==> src/rtl/serial_deserializer.sv <==
// Receive end of an LSB-first serial link: collects framed bits into an N-bit word
// and presents completed words on a one-entry valid/ready register with sticky error flags.
module serial_deserializer #(
    parameter int N = 8
) (
    input  logic                 Clk,
    input  logic                 Reset,
    input  logic                 Ser_Valid,
    input  logic                 Ser_In,
    input  logic                 Frame_Start,
    input  logic                 Dout_Ready,
    input  logic                 Clear_Err,
    output logic [N-1:0]         Dout,
    output logic                 Dout_Valid,
    output logic                 Busy,
    output logic [$clog2(N):0]   Bit_Count,
    output logic                 Overrun,
    output logic                 Frame_Err
);

    localparam int CW = $clog2(N) + 1;

    localparam logic [0:0] ST_IDLE = 1'b0;
    localparam logic [0:0] ST_RECV = 1'b1;

    logic [0:0]    state_reg, state_next;
    logic [N-1:0]  shreg_reg, shreg_next;
    logic [N-1:0]  shifted;
    logic [CW-1:0] count_reg, count_next;
    logic [N-1:0]  dout_reg, dout_next;
    logic          dout_valid_reg, dout_valid_next;
    logic          overrun_reg, overrun_next;
    logic          frame_err_reg, frame_err_next;
    logic          word_done;
    logic          overrun_set;
    logic          frame_err_set;

    // Right shift: the newest bit enters at the MSB, so bit 0 of the word arrives first.
    genvar gi;
    generate
        for (gi = 0; gi < N - 1; gi++) begin : g_shift
            assign shifted[gi] = shreg_reg[gi + 1];
        end
    endgenerate
    assign shifted[N-1] = Ser_In;

    always_comb begin
        state_next      = state_reg;
        shreg_next      = shreg_reg;
        count_next      = count_reg;
        dout_next       = dout_reg;
        dout_valid_next = dout_valid_reg;
        word_done       = 1'b0;
        overrun_set     = 1'b0;
        frame_err_set   = 1'b0;

        case (state_reg)
            ST_IDLE: begin
                if (Ser_Valid && Frame_Start) begin
                    shreg_next = shifted;
                    count_next = CW'(1);
                    state_next = ST_RECV;
                end
            end
            ST_RECV: begin
                if (Ser_Valid) begin
                    shreg_next = shifted;
                    if (Frame_Start) begin
                        // Restart: the stale partial bits are flushed out by the next N shifts.
                        count_next    = CW'(1);
                        frame_err_set = 1'b1;
                    end else if (count_reg == CW'(N - 1)) begin
                        word_done  = 1'b1;
                        count_next = '0;
                        state_next = ST_IDLE;
                    end else begin
                        count_next = count_reg + CW'(1);
                    end
                end
            end
            default: state_next = ST_IDLE;
        endcase

        if (word_done) begin
            if (!dout_valid_reg || Dout_Ready) begin
                dout_next       = shifted;
                dout_valid_next = 1'b1;
            end else begin
                overrun_set = 1'b1;
            end
        end else if (dout_valid_reg && Dout_Ready) begin
            dout_valid_next = 1'b0;
        end

        // A set in the same cycle as a clear takes priority.
        overrun_next   = overrun_set   | (overrun_reg   & ~Clear_Err);
        frame_err_next = frame_err_set | (frame_err_reg & ~Clear_Err);
    end

    always_ff @(posedge Clk) begin
        if (Reset) begin
            state_reg      <= ST_IDLE;
            shreg_reg      <= '0;
            count_reg      <= '0;
            dout_reg       <= '0;
            dout_valid_reg <= 1'b0;
            overrun_reg    <= 1'b0;
            frame_err_reg  <= 1'b0;
        end else begin
            state_reg      <= state_next;
            shreg_reg      <= shreg_next;
            count_reg      <= count_next;
            dout_reg       <= dout_next;
            dout_valid_reg <= dout_valid_next;
            overrun_reg    <= overrun_next;
            frame_err_reg  <= frame_err_next;
        end
    end

    assign Dout       = dout_reg;
    assign Dout_Valid = dout_valid_reg;
    assign Busy       = (state_reg == ST_RECV);
    assign Bit_Count  = count_reg;
    assign Overrun    = overrun_reg;
    assign Frame_Err  = frame_err_reg;

endmodule

==> config.mk <==
export PLATFORM = sky130hd
export DESIGN_NAME = serial_deserializer
export DESIGN_NICKNAME = d
export VERILOG_FILES = /design/src/rtl/serial_deserializer.sv
export SDC_FILE = /design/constraint.sdc
export NUM_CORES = 1
export LEC_CHECK = 0
export CAP_MARGIN = 20
export CORE_MARGIN = 3
export CORE_UTILIZATION = 48
export DETAILED_ROUTE_END_ITERATION = 10
export GPL_ROUTABILITY_DRIVEN = 1
export PLACE_DENSITY_LB_ADDON = 0.08
export SLEW_MARGIN = 15
export SYNTH_ARGS = -nofsm -noshare
export SYNTH_HDL_FRONTEND = slang
export SYNTH_SLANG_ARGS = --single-unit
==> constraint.sdc <==
create_clock -name Clk -period 1.82 [get_ports Clk]
set_input_delay 0.273 -clock Clk [delete_from_list [all_inputs] [get_ports Clk]]
set_output_delay 0.273 -clock Clk [all_outputs]
set_load 0.01 [all_outputs]
==> impl_metrics.env <==
export IMPL_rows=15
export IMPL_cts_tree="built"
export IMPL_min_period_over_period=0.9543
export IMPL_initialDrtViolationCount=11
export IMPL_grt_max_degree=32
export IMPL_wire_per_inst_um=12.58
export IMPL_netlist_instances=101
export IMPL_die_h_um=51.75
export IMPL_overflow=0
export IMPL_largest_reg_flops=8
export IMPL_drive_above_1_share=0.1032
export IMPL_skew_ns=0.008046
export IMPL_cp_top_family="buffers and inverters"
export IMPL_ios=23
export IMPL_fillers=163
export IMPL_clockRootBuffer="clkbuf_4"
export IMPL_worst_setup_path_type="flop to primary output"
export IMPL_dp_hpwl_um=1390
export IMPL_via_per_inst=5.119
export IMPL_slowest_stage="clkdlybuf4s50_1"
export IMPL_post_synth_top_area_cell="dfxtp_1"
export IMPL_leakagePower_nw=0.4926
export IMPL_crit_path_start_kind="flop"
export IMPL_yosys_area_top_type_share=0.4583
export IMPL_synth_nets=109
export IMPL_worstPathRequired_ns=1.55
export IMPL_clock_latency_ns=0.30
export IMPL_syn_area_mm2=0.001005
export IMPL_start_util=0.5463
export IMPL_path_max_fanout=10
export IMPL_grtUsageTotal=0.1611
export IMPL_gp_congestion=0.7474
export IMPL_fin_util=0.7000
export IMPL_slew_headroom=0.6288
export IMPL_routed_via_count=773
export IMPL_critPathArrivalTime_ns=1.46
export IMPL_cts_setup_buffers=0
export IMPL_synthToLayoutAreaGrowth_pct=28.14
export IMPL_synth_distinct_cells=25
export IMPL_maxSlewViolCount=0
export IMPL_drc=0
export IMPL_tns_ns=0
export IMPL_core_area_mm2=0.001839
export IMPL_drv_cap=0
export IMPL_hold_buffers=0
export IMPL_cts_resized=0
export IMPL_ys_warnings_count=0
export IMPL_slowest_delay_ns=0.61
export IMPL_io_buffer_count=22
export IMPL_endpoint_kind="primary output"
export IMPL_peakVddDrop_uv=384.1
export IMPL_antenna_left=0
export IMPL_grt_pass1_wl_um=3243
export IMPL_clk_pin_slew_worst_paths_ns=0.13
export IMPL_routed_wl_um=1900
export IMPL_synth_seq_cells=23
export IMPL_max_clock_path_buffers=2
export IMPL_synth_avg_cell_area_um2=9.948
export IMPL_status="finished, final reports clean"
export IMPL_rsz0062_at_grt="no"
export IMPL_cellPowerDensity_mw_per_mm2=639.3
export IMPL_die_area_mm2=0.002678
export IMPL_cts_buffers=3
export IMPL_period_needed_ns=1.737
export IMPL_fmax_ghz=0.5758
export IMPL_timing_critical_path_cells="clkdlybuf4s50_1"
export IMPL_die_x_um=51.75
export IMPL_first_pass_iters=4
export IMPL_cts_max_level=1
export IMPL_antenna_found_initial=0
export IMPL_crit_buf_inv=1
export IMPL_tightest_slew_ns=0.5567
export IMPL_total_power_mw=0.8231
export IMPL_clock_sinks=23
export IMPL_nNetsFinal=135
export IMPL_antenna_cells=0
export IMPL_grt_pass1_vias=730
export IMPL_synth_area_leaders="dfxtp_1 (46%), mux2i_1 (15%), nand2b_1 (11%), nor2_1 (3.7%), a21oi_1 (3.0%)"
export IMPL_ys_seq_area_frac=0.4583
export IMPL_finalHoldViolCount=0
export IMPL_finalSetupViolations=0
export IMPL_hp_class="flop to flop"
[path summary, 6_finish.rpt]
path	start	endpoint	slack, ns	depth (start not counted)
hold / removal	Dout[6]$_SDFFE_PP0P_	Dout[6]$_SDFFE_PP0P_	0.48	2
hold reg to reg	Dout[6]$_SDFFE_PP0P_	Dout[6]$_SDFFE_PP0P_	0.48	2
setup / recovery	Busy$_SDFF_PP0_	Busy	0.08	1
setup reg to reg	Bit_Count[0]$_SDFFE_PP0P_	Dout[4]$_SDFFE_PP0P_	0.20	5
[power by group]
part           switching, mW  internal (mW)  total (mW)
registers            0.00931          0.510       0.519
logic                 0.0327         0.0413      0.0739
clock network          0.148         0.0817       0.230
[cell usage in the layout, fill, tap and decap left out, drive strengths merged]
| master | count |
|---|---|
| nand2b | 17 |
| clkdlybuf4s50 | 22 |
| buf | 4 |
| and4b | 1 |
| ha | 1 |
| a31oi | 1 |
| a32oi | 1 |
| or4 | 1 |
| nor3 | 1 |
| nand4b | 1 |
| clkinv | 1 |
| dfxtp | 23 |
| o21ai | 3 |
| nand3 | 2 |
| inv | 2 |
| nor2 | 10 |
| and3b | 2 |
| a22oi | 2 |
| mux2i | 15 |
| nand2 | 3 |
| a21oi | 6 |
| nor2b | 1 |
| clkbuf | 3 |
| nand3b | 3 |
[per-stage QoR]
step / instances / setup slack [ns] / area, um^2 / hold slack [ns]
floorplan: 101 / 0.3560 / 1005 / 0.4169
global placement: 147 / 0.1911 / 1260 / 0.4580
detailed placement: 147 / 0.1362 / 1260 / 0.4607
CTS: 151 / 0.07426 / 1287 / 0.4861
global route: 151 / 0.01462 / 1287 / 0.5063
finish: 151 / 0.08324 / 1287 / 0.4834
[worst register-to-register path: cells and delay by family, from the launching register on]
kind | cells | cell delay (ns)
adders and majority gates | 1 | 0.25
buffers and inverters | 1 | 0.22
DFF | 1 | 0.44
muxes | 1 | 0.22
and+or+nand+nor | 2 | 0.43
[cell families (layout without fill, tap and decap cells)]
family / count (synthesis) / in the layout / share of synthesized area
AO/OA/AOI/OAI: 13 / 13 / 0.07846
adder cells (fa/ha/maj): 1 / 1 / 0.01245
buffers and inverters: 7 / 32 / 0.03362
flip-flops: 23 / 23 / 0.4583
multiplexers: 15 / 15 / 0.1494
AND/OR/NAND/NOR: 42 / 42 / 0.2678
[synth_stat cells]
master and number:
and3b_1 1, a22oi_1 2, o21ai_0 2, nand3b_1 2, buf_4 2, and4b_2 1, nand2_1 3, nand3b_4 1
nand2b_1 17, ha_1 1, nand4b_1 1, or4_1 1, a32oi_1 1, nand3_1 2, a21oi_1 6, inv_1 2
clkbuf_1 3, nor2_1 10, o21ai_2 1, nor3_4 1, nor2b_1 1, mux2i_1 15, dfxtp_1 23, and3b_2 1
a31oi_1 1
[per-layer routing]
layer,track usage,up-vias,share of wire
li1,-,401,-
met1,0.2057,358,0.49
met2,0.2797,12,0.46
met3,0.02865,2,0.041
met4,0.03930,0,0.0074
met5,0,-,0
[final cells by class]
type                       instances  area, um^2  share of cell area
clock inverter                     1       5.005            0.003887
multi-input combinational         71       510.5              0.3965
sequential                        23       460.4              0.3576
tap                               25       31.28             0.02430
inverter                           2       7.507            0.005831
timing repair buffer              26       250.2              0.1944
clock buffer                       3       22.52             0.01749
(Power assumes the default switching activity.)
